$ cat config.mk
export PLATFORM = sky130hd
export DESIGN_NAME = rr_stream_arbiter_flat
export DESIGN_NICKNAME = d
export VERILOG_FILES = /design/src/rtl/rr_stream_arbiter_if.sv /design/src/rtl/rr_stream_arbiter.sv /design/src/flat_wrapper.sv
export SDC_FILE = /design/constraint.sdc
export NUM_CORES = 1
export LEC_CHECK = 0
export BUFFER_PORTS_ARGS = -buffer_cell sky130_fd_sc_hd__buf_2
export CAP_MARGIN = 15
export CORE_MARGIN = 4
export CORE_UTILIZATION = 39
export CTS_CLUSTER_SIZE = 8
export DETAILED_ROUTE_END_ITERATION = 12
export PLACE_DENSITY_LB_ADDON = 0.25
export SETUP_SLACK_MARGIN = 0.02
export SLEW_MARGIN = 20
export SYNTH_ARGS = -nofsm -noshare
export SYNTH_HDL_FRONTEND = slang
export SYNTH_SLANG_ARGS = --single-unit
export TNS_END_PERCENT = 10
$ cat constraint.sdc
create_clock -name clk -period 2.06 [get_ports clk]
set_clock_uncertainty 0.15 [all_clocks]
set_input_delay 0 -clock clk [delete_from_list [all_inputs] [get_ports clk]]
set_output_delay 0 -clock clk [all_outputs]
set_load 0.01 [all_outputs]
$ cat src/rtl/rr_stream_arbiter_if.sv
`default_nettype none
// ============================================================================
// Module   : rr_stream_arbiter_if
// Brief    : Requester-side and output-side handshake bundle for rr_stream_arbiter.
//            in_last/out_last exist only when RR_ARB_LOCK_EN is defined.
// Revision : 1.0 - initial release
// ============================================================================
interface rr_stream_arbiter_if #(
    parameter int N_REQ = 4,
    parameter int WIDTH = 8,
    parameter int SRC_W = 2
);
    logic [N_REQ-1:0]       in_valid;
    logic [N_REQ*WIDTH-1:0] in_data;
    logic [N_REQ-1:0]       in_ready;
    logic                   out_valid;
    logic [WIDTH-1:0]       out_data;
    logic [SRC_W-1:0]       out_src;
    logic                   out_ready;
`ifdef RR_ARB_LOCK_EN
    logic [N_REQ-1:0]       in_last;
    logic                   out_last;

    modport master (
        output in_valid, in_data, in_last, out_ready,
        input  in_ready, out_valid, out_data, out_src, out_last
    );
    modport slave (
        input  in_valid, in_data, in_last, out_ready,
        output in_ready, out_valid, out_data, out_src, out_last
    );
`else
    modport master (
        output in_valid, in_data, out_ready,
        input  in_ready, out_valid, out_data, out_src
    );
    modport slave (
        input  in_valid, in_data, out_ready,
        output in_ready, out_valid, out_data, out_src
    );
`endif
endinterface
`default_nettype wire

$ cat src/rtl/rr_stream_arbiter.sv
`default_nettype none
// ============================================================================
// Module   : rr_stream_arbiter
// Brief    : Round-robin arbiter sharing one registered valid/ready output among
//            N_REQ requesters. Define RR_ARB_LOCK_EN for packet-locked grants.
// Revision : 1.0 - initial release
// ============================================================================
module rr_stream_arbiter #(
    parameter int N_REQ = 4,
    parameter int WIDTH = 8,
    parameter int SRC_W = 2
) (
    input  wire logic          clk,
    input  wire logic          rst,
    rr_stream_arbiter_if.slave bus
);
    localparam logic [SRC_W:0]   c_n_req = (SRC_W+1)'(N_REQ);
    localparam logic [SRC_W-1:0] c_last_idx = SRC_W'(N_REQ-1);

    logic [SRC_W-1:0] r_ptr;
    logic             r_out_valid;
    logic [WIDTH-1:0] r_out_data;
    logic [SRC_W-1:0] r_out_src;

    logic                    w_load;
    logic                    w_found;
    logic                    w_xfer;
    logic [SRC_W-1:0]        w_grant_idx;
    logic [SRC_W-1:0]        w_next_ptr;
    logic [WIDTH-1:0]        w_beat;
    logic [N_REQ-1:0]        w_ready;
    logic [SRC_W:0]          w_cand_sum [N_REQ];
    logic [SRC_W-1:0]        w_cand     [N_REQ];

`ifdef RR_ARB_LOCK_EN
    logic r_lock;
    logic r_out_last;
    logic w_beat_last;
`endif

    assign w_load = ~r_out_valid | bus.out_ready;

    // Candidate k is the requester k places after the pointer, wrapped mod N_REQ.
    for (genvar k = 0; k < N_REQ; k++) begin : g_cand
        assign w_cand_sum[k] = {1'b0, r_ptr} + (SRC_W+1)'(k);
        assign w_cand[k]     = (w_cand_sum[k] >= c_n_req) ? SRC_W'(w_cand_sum[k] - c_n_req)
                                                          : SRC_W'(w_cand_sum[k]);
    end

    always_comb begin
        w_found     = 1'b0;
        w_grant_idx = '0;
`ifdef RR_ARB_LOCK_EN
        if (r_lock) begin
            w_found     = bus.in_valid[r_ptr];
            w_grant_idx = r_ptr;
        end else
`endif
        begin
            // Scan farthest-first so the candidate nearest the pointer wins.
            for (int k = N_REQ-1; k >= 0; k--) begin
                if (bus.in_valid[w_cand[k]]) begin
                    w_found     = 1'b1;
                    w_grant_idx = w_cand[k];
                end
            end
        end
    end

    always_comb begin
        w_beat  = '0;
        w_ready = '0;
`ifdef RR_ARB_LOCK_EN
        w_beat_last = 1'b0;
`endif
        for (int i = 0; i < N_REQ; i++) begin
            if (w_grant_idx == SRC_W'(i)) begin
                w_beat     = bus.in_data[i*WIDTH +: WIDTH];
                w_ready[i] = rst & w_load & w_found;
`ifdef RR_ARB_LOCK_EN
                w_beat_last = bus.in_last[i];
`endif
            end
        end
    end

    assign w_xfer     = rst & w_load & w_found;
    assign w_next_ptr = (w_grant_idx == c_last_idx) ? '0 : w_grant_idx + SRC_W'(1);

    always_ff @(posedge clk or negedge rst) begin
        if (!rst) begin
            r_ptr       <= '0;
            r_out_valid <= 1'b0;
            r_out_data  <= '0;
            r_out_src   <= '0;
`ifdef RR_ARB_LOCK_EN
            r_lock      <= 1'b0;
            r_out_last  <= 1'b0;
`endif
        end else if (w_xfer) begin
            r_out_valid <= 1'b1;
            r_out_data  <= w_beat;
            r_out_src   <= w_grant_idx;
`ifdef RR_ARB_LOCK_EN
            r_out_last  <= w_beat_last;
            // Mid-packet beats pin the pointer to the current owner.
            if (w_beat_last) begin
                r_lock <= 1'b0;
                r_ptr  <= w_next_ptr;
            end else begin
                r_lock <= 1'b1;
                r_ptr  <= w_grant_idx;
            end
`else
            r_ptr       <= w_next_ptr;
`endif
        end else if (bus.out_ready) begin
            r_out_valid <= 1'b0;
        end
    end

    assign bus.in_ready  = w_ready;
    assign bus.out_valid = r_out_valid;
    assign bus.out_data  = r_out_data;
    assign bus.out_src   = r_out_src;
`ifdef RR_ARB_LOCK_EN
    assign bus.out_last  = r_out_last;
`endif

endmodule
`default_nettype wire

$ cat src/flat_wrapper.sv
// flat-port wrapper written by rule: the top's interface ports become plain ports
module rr_stream_arbiter_flat 
#(
    parameter int N_REQ = 4,
    parameter int WIDTH = 8,
    parameter int SRC_W = 2
)
  (clk, rst, bus_in_valid, bus_in_data, bus_out_ready, bus_in_ready, bus_out_valid, bus_out_data, bus_out_src);
  rr_stream_arbiter_if #(.N_REQ(N_REQ), .WIDTH(WIDTH), .SRC_W(SRC_W)) bus_i ();
  input  wire logic clk;
  input  wire logic rst;
  input wire logic [$bits(bus_i.in_valid)-1:0] bus_in_valid;
  input wire logic [$bits(bus_i.in_data)-1:0] bus_in_data;
  input wire logic [$bits(bus_i.out_ready)-1:0] bus_out_ready;
  output wire logic [$bits(bus_i.in_ready)-1:0] bus_in_ready;
  output wire logic [$bits(bus_i.out_valid)-1:0] bus_out_valid;
  output wire logic [$bits(bus_i.out_data)-1:0] bus_out_data;
  output wire logic [$bits(bus_i.out_src)-1:0] bus_out_src;
  assign bus_i.in_valid = bus_in_valid;
  assign bus_i.in_data = bus_in_data;
  assign bus_i.out_ready = bus_out_ready;
  assign bus_in_ready = bus_i.in_ready;
  assign bus_out_valid = bus_i.out_valid;
  assign bus_out_data = bus_i.out_data;
  assign bus_out_src = bus_i.out_src;
  rr_stream_arbiter #(.N_REQ(N_REQ), .WIDTH(WIDTH), .SRC_W(SRC_W)) u_core (.clk(clk), .rst(rst), .bus(bus_i));
endmodule
==> impl_metrics.ini, run 1 <==
[outcome]
status = complete, but fails checks
failed_checks = negative hold slack, negative setup slack

[clocking]
clk_pin_slew_ns = 0.10
cts_made_buffers = 3
cts_max_level = 1
clk_latency_ns = 0.28
clock_path_buffers = 2
cts_tree = yes
cts_root_buf = clkbuf_4
cts.sink_count = 13

[critical_path]
cp.arrival_ns = 2.27
cp_cell_sequence = nor3b_4 > nand3b_1 > or2_4 > ha_1 > buf_6 > nand3b_1 > a221o_1 > a31oi_1
critPathCaptureType = register
cp_top_family = simple AND/OR/NAND/NOR gates
cp-start-kind = register
max_stage_delay_ns = 0.47
path_class = reg -> reg
critPathMostFrequentCell = nand3b_1
cp_slowest_cell = dfrtp_2
required_ns = 2.10
critPathMaxFanout = 9
critPathBufInv = 1

[placed_design]
routabilityCongestion = 0.920
place_area_mm2 = 0.00135
port-buffer-count = 53
pre_cts_ws_ns = -0.155
dp_hpwl_um = 2260

[synthesis]
yosysMostFrequentCell = a21oi_1
synthSimpleGateAreaFrac_pct = 20.8
syn_nets = 156
syn_area_per_cell_um2 = 8.69
yosysTopAreaCell = dfrtp_1
synthCells = 113
synthMuxAreaShare_pct = 1.53
synth-seq-cells = 13
synth_compound_area_share_pct = 32.9
synth_area_leaders = dfrtp_1 (33%), a21oi_1 (8.7%), a221o_1 (8.2%), nand3b_1 (6.9%), a31oi_1 (5.1%)
synth_common_cells = a21oi_1 (17), dfrtp_1 (13), nand2_1 (13)
synth-adder-area-share_pct = 5.10
synth.top_cell.area_share_pct = 33.1
synth_xor_area_share_pct = 0
ys_async_sr_fraction_pct = 100
synth_top_family_by_area = compound AO/OA/AOI/OAI gates
synth_seq_area_share_pct = 33.1
synth_area_um2 = 982
synth_edf_count = 0
yosysUniqueCellTypes = 27
synth_warnings = 0
synthFlopType = dfrtp_1

[routing]
drc_errors = 0
avgRoutedWirePerCell_um = 15.4
final_antenna_net_count = 0
drt-total-wl_um = 3380
firstDrtPassIters = 4
drt_first_iter_violations = 51
vias_per_cell = 5.52
vias = 1215

[floorplanning]
io_pins = 54
core_area_mm2 = 0.00230
die_x_um = 58.2
start_util_pct = 42.8
die_area_mm2 = 0.00339
rows = 17
die_y_um = 58.2

[timing]
rsz0062_at_grt = true
fin_crit_sh_pct = 109
slew_viol_final = 0
timing_hold_violations_final = 1
layout_setup_ws_ns = -0.175
fmax_mhz = 447
slew_headroom_pct = 63.7
holdWs_ns = -0.000163
finalSetupViolations = 11
tightest_slew_ns = 0.545
period_needed_ns = 2.24

[global_route]
grt_pass1_vias = 1132
grt_usage_pct = 19.6
grt_max_degree = 18
antenna_found_initial = 0
grt_first_pass_wirelength_um = 5160
grt_remaining_overflow = 0

[finish]
stdcell_area_mm2 = 0.00165
antenna_cells = 0
layout-drive-gt1-share_pct = 40.6
layout.nets = 236
area_delta_synth_final_pct = 67.8

[pwr]
p_per_area_mw_per_mm2 = 933
peakVddDrop_mv = 0.526
p_leak_uw = 0.000767

[hold_path]
min_path_type = in -> reg

[run]
cap_violations = 0
## cell families (layout without fill, tap and decap cells)
| family | Yosys count | in the layout |
|---|---|---|
| AO/OA/AOI/OAI | 44 | 44 |
| AND/OR/NAND/NOR | 35 | 35 |
| buffers and inverters | 16 | 95 |
| flip-flops | 13 | 13 |
| adder cells (fa/ha/maj) | 4 | 4 |
| multiplexers | 1 | 1 |
## through the flow
| stage | cells | hold slack (ns) | power, uW | utilization (%) | TNS, ns |
|---|---|---|---|---|---|
| detailed placement | 193 | -0.218 | 1260 | 58.7 | -0.996 |
| finish | 220 | -0.000163 | 1540 | 71.7 | -1.20 |
| CTS | 219 | 0.00327 | 1490 | 70.7 | -0.674 |
| global placement | 193 | -0.220 | 1240 | 58.7 | -0.0387 |
| floorplan | 113 | -0.446 | 999 | - | -0.0898 |
| global route | 220 | 0.00715 | 1630 | 71.7 | -2.25 |
## path summary, 6_finish.rpt
path / to / from / slack (ns) / depth (start not counted)
setup reg to reg: u_core.bus.out_data[0] / u_core.r_ptr[0] / -0.18 / 8
hold reg to reg: u_core.bus.out_src[0] / u_core.bus.out_src[0] / 0.36 / 2
hold / removal: u_core.bus.out_src[0] / bus_out_ready / -0.0002 / 4
setup / recovery: u_core.bus.out_data[0] / u_core.r_ptr[0] / -0.18 / 8
max in group asynchronous: u_core.r_ptr[1] / rst / 1.47 / 2
min in group asynchronous: u_core.bus.out_src[0] / rst / 0.01 / 2
## state kept, by name, indices dropped and copies added, names as in the netlist
signal / cells
u_core.bus.out_src: 2
u_core.bus.out_valid: 1
u_core.r_ptr: 2
u_core.bus.out_data: 8
## layout by cell type, fill, tap and decap left out, drive strengths merged, types with 4 or more instances in the layout
| master | netlist | layout |
|---|---|---|
| dfrtp | 13 | 13 |
| ha | 4 | 4 |
| a31oi | 8 | 8 |
| nand2 | 13 | 13 |
| buf | 5 | 60 |
| dlygate4sd3 | 0 | 23 |
| a21oi | 17 | 17 |
| a221o | 8 | 8 |
| clkbuf | 3 | 4 |
| inv | 8 | 8 |
| and3 | 4 | 4 |
| nand3b | 9 | 9 |
## worst min-delay path: stages
cell     delay [ns]
buf_2          0.09
nor2b_1        0.08
o21ai_0        0.16
o31ai_1        0.06
## cell type report
| type | instances | area [um2] |
|---|---|---|
| well taps | 28 | 35.0 |
| flip-flops and latches | 13 | 328 |
| inverters | 8 | 30.0 |
| clock buffers | 4 | 26.3 |
| multi-input cells | 84 | 664 |
| repair buffers | 83 | 564 |
| fillers | 170 | 649 |
## per-layer routing
layer	vias to the layer above	part of all wire [%]	track usage, %
met5	-	0	0
met1	568	42	24.9
met3	6	7.0	3.12
met4	0	1.5	7.28
li1	584	-	-
met2	57	49	33.4
## power breakdown
part	internal [uW]	switching, uW	total (uW)	leakage, uW
clock network	74.9	92.5	167	0.0000150
logic	480	458	938	0.000604
registers	355	76.5	432	0.000148
## timing repair
action	in CTS	in global routing
setup endpoints to repair	12	12
cloned	0	0
endpoints found under the hold margin	22	1
pin swaps	2	6
hold buffers	22	1
setup buffers	0	0
gates resized for setup	5	5
Power figures use the tool's default switching activity.
==> inputs of run 2 (changes only) <==
--- a/config.mk
+++ b/config.mk
@@ -8,12 +8,13 @@
 export BUFFER_PORTS_ARGS = -buffer_cell sky130_fd_sc_hd__buf_2
 export CAP_MARGIN = 15
 export CORE_MARGIN = 4
-export CORE_UTILIZATION = 39
+export CORE_UTILIZATION = 44
 export CTS_CLUSTER_SIZE = 8
 export DETAILED_ROUTE_END_ITERATION = 12
+export HOLD_SLACK_MARGIN = 0.05
 export PLACE_DENSITY_LB_ADDON = 0.25
 export SETUP_SLACK_MARGIN = 0.02
-export SLEW_MARGIN = 20
+export SLEW_MARGIN = 10
 export SYNTH_ARGS = -nofsm -noshare
 export SYNTH_HDL_FRONTEND = slang
 export SYNTH_SLANG_ARGS = --single-unit
==> constraint.sdc (replaced) <==
create_clock -name clk -period 2.1 [get_ports clk]
set_clock_uncertainty 0.15 [all_clocks]
set_input_delay 0 -clock clk [delete_from_list [all_inputs] [get_ports clk]]
set_output_delay 0 -clock clk [all_outputs]
set_load 0.01 [all_outputs]
==> run 2 against run 1 <==
  * The flow finishes with violations (negative setup slack)
  * Fmax shrank 0.46%
  * Setup slack better by 0.030 ns
  * Die area is 9.9% lower
  * Routed wire length grew 22%
  * Utilization up 16 points
  * First-iteration DRC count shrank 9.8%
  * Register-to-register slack improved by 0.03 ns
  * Non-clock buffer count rose by 10
  * Global-route usage grew 8.2 points
  * Sequential cell count unchanged
  * Critical path type unchanged
  * Critical endpoint is now u_core.bus.out_data[4]
==> impl_metrics.ini, run 2 (synthesis results as in run 1) <==
[routing]
drt-total-wl_um = 4130
drt_first_iter_violations = 46
firstDrtPassIters = 4
drc_errors = 0
vias_per_cell = 5.71
vias = 1308
final_antenna_net_count = 0
avgRoutedWirePerCell_um = 18.0

[placed_design]
routabilityCongestion = 0.750
pre_cts_ws_ns = -0.106
dp_hpwl_um = 2050
place_area_mm2 = 0.00133
port-buffer-count = 53

[floorplanning]
die_y_um = 55.2
rows = 16
io_pins = 54
die_area_mm2 = 0.00305
die_x_um = 55.2
core_area_mm2 = 0.00204
start_util_pct = 48.1

[clocking]
clock_path_buffers = 2
cts.sink_count = 13
cts_made_buffers = 3
clk_latency_ns = 0.29
cts_tree = yes
cts_root_buf = clkbuf_4
clk_pin_slew_ns = 0.09
cts_max_level = 1

[critical_path]
path_class = reg -> reg
critPathBufInv = 1
required_ns = 2.14
cp-start-kind = register
critPathMaxFanout = 6
cp_slowest_cell = dfrtp_2
cp_top_family = simple AND/OR/NAND/NOR gates
critPathCaptureType = register
cp.arrival_ns = 2.29
max_stage_delay_ns = 0.46
cp_cell_sequence = nor3b_4 > nand3b_1 > nor2_2 > ha_2 > bufbuf_16 > a221o_1 > a31oi_1

[timing]
rsz0062_at_grt = true
fin_crit_sh_pct = 107
period_needed_ns = 2.25
holdWs_ns = 0.0652
timing.setup.tns_ns = -0.992
layout_setup_ws_ns = -0.146
timing_hold_violations_final = 0
slew_viol_final = 0
fmax_mhz = 445
finalSetupViolations = 10
tightest_slew_ns = 0.615
slew_headroom_pct = 58.9

[global_route]
grt_usage_pct = 27.8
grt_remaining_overflow = 0
grt_max_degree = 18
grt_first_pass_wirelength_um = 6620
grt_pass1_vias = 1328
antenna_found_initial = 0

[hold_path]
min_path_type = in -> reg

[pwr]
p_sw_share_pct = 40.7
peakVddDrop_mv = 0.637
p_per_area_mw_per_mm2 = 919
switching_power_uw = 667
p_leak_uw = 0.000824
seqPwrFrac_pct = 25.9
p_int_uw = 971
pwr-share-clk_pct = 10.1
combPwrFrac_pct = 64.0

[finish]
final_cell_mix = buf_2 (52), dlygate4sd3_1 (30), a21oi_1 (16)
area_delta_synth_final_pct = 81.5
largest_reg_flops = 8
stdcell_area_mm2 = 0.00178
layout.nets = 246
layout-drive-gt1-share_pct = 40.6
antenna_cells = 0
layout_commonest_cell = buf_2

[outcome]
status = complete, but fails checks
failed_checks = negative setup slack

[run]
cap_violations = 0
==> run 2: cell count changes in the layout (fill, tap and decap cells not counted) <==
cell,change
buf_2,-1
buf_4,+2
and3_1,-1
buf_6,+1
dlygate4sd3_1,+7
a21oi_4,+1
a21oi_2,-1
bufbuf_16,+1
and3_4,+1
==> run 2: metrics by stage <==
step | total power (uW) | util, % | std cells
2_1_floorplan | 973 | - | 113
3_3_place_gp | 1200 | 64.9 | 189
3_5_place_dp | 1220 | 64.9 | 189
4_1_cts | 1560 | 86.8 | 229
5_1_grt | 1730 | 87.3 | 229
6_report | 1640 | 87.3 | 229
==> run 2: routing by layer <==
layer | global-route usage (%) | up-vias | wire length [um]
met5 | 0 | - | 0
met2 | 47.0 | 76 | 2010
li1 | - | 605 | -
met3 | 3.73 | 14 | 269
met1 | 34.5 | 613 | 1700
met4 | 13.5 | 0 | 150
==> run 2: worst paths after layout <==
path / startpoint / endpoint / slack (ns) / depth (start not counted)
setup reg to reg: u_core.r_ptr[1] / u_core.bus.out_data[4] / -0.15 / 7
hold / removal: bus_in_data[15] / u_core.bus.out_data[7] / 0.07 / 4
max in group asynchronous: rst / u_core.r_ptr[0] / 0.67 / 3
min in group asynchronous: rst / u_core.bus.out_src[0] / 0.70 / 3
setup / recovery: u_core.r_ptr[1] / u_core.bus.out_data[4] / -0.15 / 7
hold reg to reg: u_core.bus.out_src[1] / u_core.bus.out_src[1] / 0.38 / 2
==> run 2: final cells by class <==
cell class                      count  area [um2]
Sequential cell                    13         328
Timing Repair Buffer               93         688
Fill cell                         105         259
Clock buffer                        4        26.3
Tap cell                           27        33.8
Multi-Input combinational cell     84         677
Inverter                            8        30.0
==> run 2: power groups by stage <==
stage	Clock, uW	Combinational, uW	Sequential (uW)
after floorplan	0	525	448
after global placement	0	794	408
after detailed placement	0	809	414
after CTS	161	989	410
after global routing	176	1120	438
final	166	1050	424
==> run 2: worst register-to-register path: stages (launching register included) <==
cell,delay (ns)
dfrtp_2,0.46
nor3b_4,0.27
nand3b_1,0.21
nor2_2,0.09
ha_2,0.23
bufbuf_16,0.27
a221o_1,0.26
a31oi_1,0.21
==> run 2: repair_timing <==
action / in CTS / in global routing
setup buffers: 5 / 0
cloned: 1 / 0
gates resized for setup: 8 / 5
pin swaps: 3 / 5
hold endpoints to repair: 24 / 0
hold buffers: 30 / 0
setup endpoints to repair: 11 / 12
==> inputs of run 3 (changes only) <==
==> constraint.sdc (replaced) <==
create_clock -name clk -period 2.55 [get_ports clk]
set_clock_uncertainty 0.15 [all_clocks]
set_input_delay 0 -clock clk [delete_from_list [all_inputs] [get_ports clk]]
set_output_delay 0 -clock clk [all_outputs]
set_load 0.01 [all_outputs]
==> run 3 against run 2 <==
  * Setup slack improved by 0.27 ns
  * First-iteration DRC count decreased by 57%
  * Routed wire length decreased by 16%
  * Combinational power decreased by 38%
  * Power decreased by 31%
  * Hold slack got worse by 0.010 ns
  * Highest routed layer unchanged
  * Global-route usage decreased by 3.8 points
  * Largest power group unchanged
  * The flow now finishes without violations
==> impl_metrics.ini, run 3 (synthesis results as in run 1) <==
[finish]
antenna_cells = 0
area_delta_synth_final_pct = 62.2
largest_reg_flops = 8
layout-drive-gt1-share_pct = 33.5
finalNonFillerCells = 221
layout.nets = 238
fin_util_pct = 78.0
layout_commonest_cell = buf_2
n_fill_cell = 154
final_cell_mix = buf_2 (53), dlygate4sd3_1 (30), a21oi_1 (17)

[timing]
holdWs_ns = 0.0552
finalSetupViolations = 0
period_needed_ns = 2.43
layout_setup_ws_ns = 0.124
rsz0062_at_grt = false
slew_headroom_pct = 61.2
fin_crit_sh_pct = 95.2
tightest_slew_ns = 0.580
slew_viol_final = 0
timing.setup.tns_ns = 0
fmax_mhz = 412
timing_hold_violations_final = 0

[clocking]
cts_tree = yes
cts_root_buf = clkbuf_4
cts_setup_buffers = 0
clock_path_buffers = 2
cts_made_buffers = 3
cts.sink_count = 13
clk_pin_slew_ns = 0.08
cts_max_level = 1
clk_latency_ns = 0.28

[global_route]
met3_usage_pct = 6.06
grt_first_pass_wirelength_um = 5950
grt_util_met1_pct = 26.2
busiest_layer = met2
grt_pass1_vias = 1330
grt_usage_pct = 24.0
grt_remaining_overflow = 0
antenna_found_initial = 0
use_met2_pct = 41.0
grt_max_degree = 18

[placed_design]
port-buffer-count = 53
dp_hpwl_um = 2220
pre_cts_ws_ns = 0.101
placed_cells = 187
routabilityCongestion = 0.772

[critical_path]
path_class = reg -> reg
required_ns = 2.60
cp-start-kind = register
cp.arrival_ns = 2.48
critPathMaxFanout = 17
r2r_slack_ns = 0.12
critPathCaptureType = register

[pwr]
p_per_area_mw_per_mm2 = 707
p_leak_uw = 0.000753
peakVddDrop_mv = 0.478

[routing]
firstDrtPassIters = 4
vias_per_cell = 5.57
vias = 1230
drc_errors = 0
drt-total-wl_um = 3450
avgRoutedWirePerCell_um = 15.6
drt_first_iter_violations = 20
final_antenna_net_count = 0

[floorplanning]
rows = 16
start_util_pct = 48.1
die_y_um = 55.2
die_area_mm2 = 0.00305
core_area_mm2 = 0.00204
io_pins = 54
die_x_um = 55.2

[run]
cap_violations = 0

[hold_path]
min_path_type = in -> reg

[outcome]
status = finished, final reports clean
-- run 3: cell count changes in the layout (fill, tap and decap cells not counted), sizes merged --
| cell | delta |
|---|---|
| buf | -7 |
| bufbuf | -1 |
-- run 3: worst max-delay path: stages (launching register included) --
cell,delay (ns)
dfrtp_1,0.44
nand2b_1,0.21
a311oi_1,0.46
ha_2,0.43
a21oi_1,0.11
a221o_1,0.35
a31oi_1,0.18
-- run 3: final timing paths --
check / endpoint / cells after the start / startpoint
setup / recovery: u_core.bus.out_data[3] / 6 / u_core.r_ptr[1]
hold / removal: u_core.bus.out_data[2] / 4 / bus_in_data[10]
setup reg to reg: u_core.bus.out_data[3] / 6 / u_core.r_ptr[1]
hold reg to reg: u_core.bus.out_src[0] / 2 / u_core.bus.out_src[0]
max in group asynchronous: u_core.bus.out_data[4] / 3 / rst
min in group asynchronous: u_core.bus.out_data[3] / 3 / rst
-- run 3: area by class of cell --
class / instances / area, um2 / area share, %
Clock buffer: 4 / 26.3 / 1.65
Inverter: 8 / 30.0 / 1.89
Multi-Input combinational cell: 84 / 597 / 37.5
Sequential cell: 13 / 325 / 20.4
Tap cell: 27 / 33.8 / 2.12
Timing Repair Buffer: 85 / 581 / 36.4
-- run 3: per-stage QoR --
step / area, um2 / power (uW)
2_1_floorplan: 982 / 744
3_3_place_gp: 1260 / 917
3_5_place_dp: 1260 / 942
4_1_cts: 1590 / 1110
5_1_grt: 1590 / 1210
6_report: 1590 / 1130
-- run 3: layer usage --
layer  up-vias  wire, um
met4         0       128
met2        66      1690
met3        15       263
met5         -         0
met1       560      1370
li1        589         -
-- run 3: repair_timing --
| action | 4_1_cts | 5_1_grt |
|---|---|---|
| gates resized for setup | 0 | 2 |
| hold endpoints to repair | 24 | 0 |
| hold buffers | 30 | 0 |
| endpoints found under the setup margin | 0 | 10 |
-- run 3: where the power goes --
| part | switching, uW | internal (uW) |
|---|---|---|
| Combinational | 336 | 315 |
| Clock | 73.8 | 60.7 |
| Sequential | 55.4 | 284 |
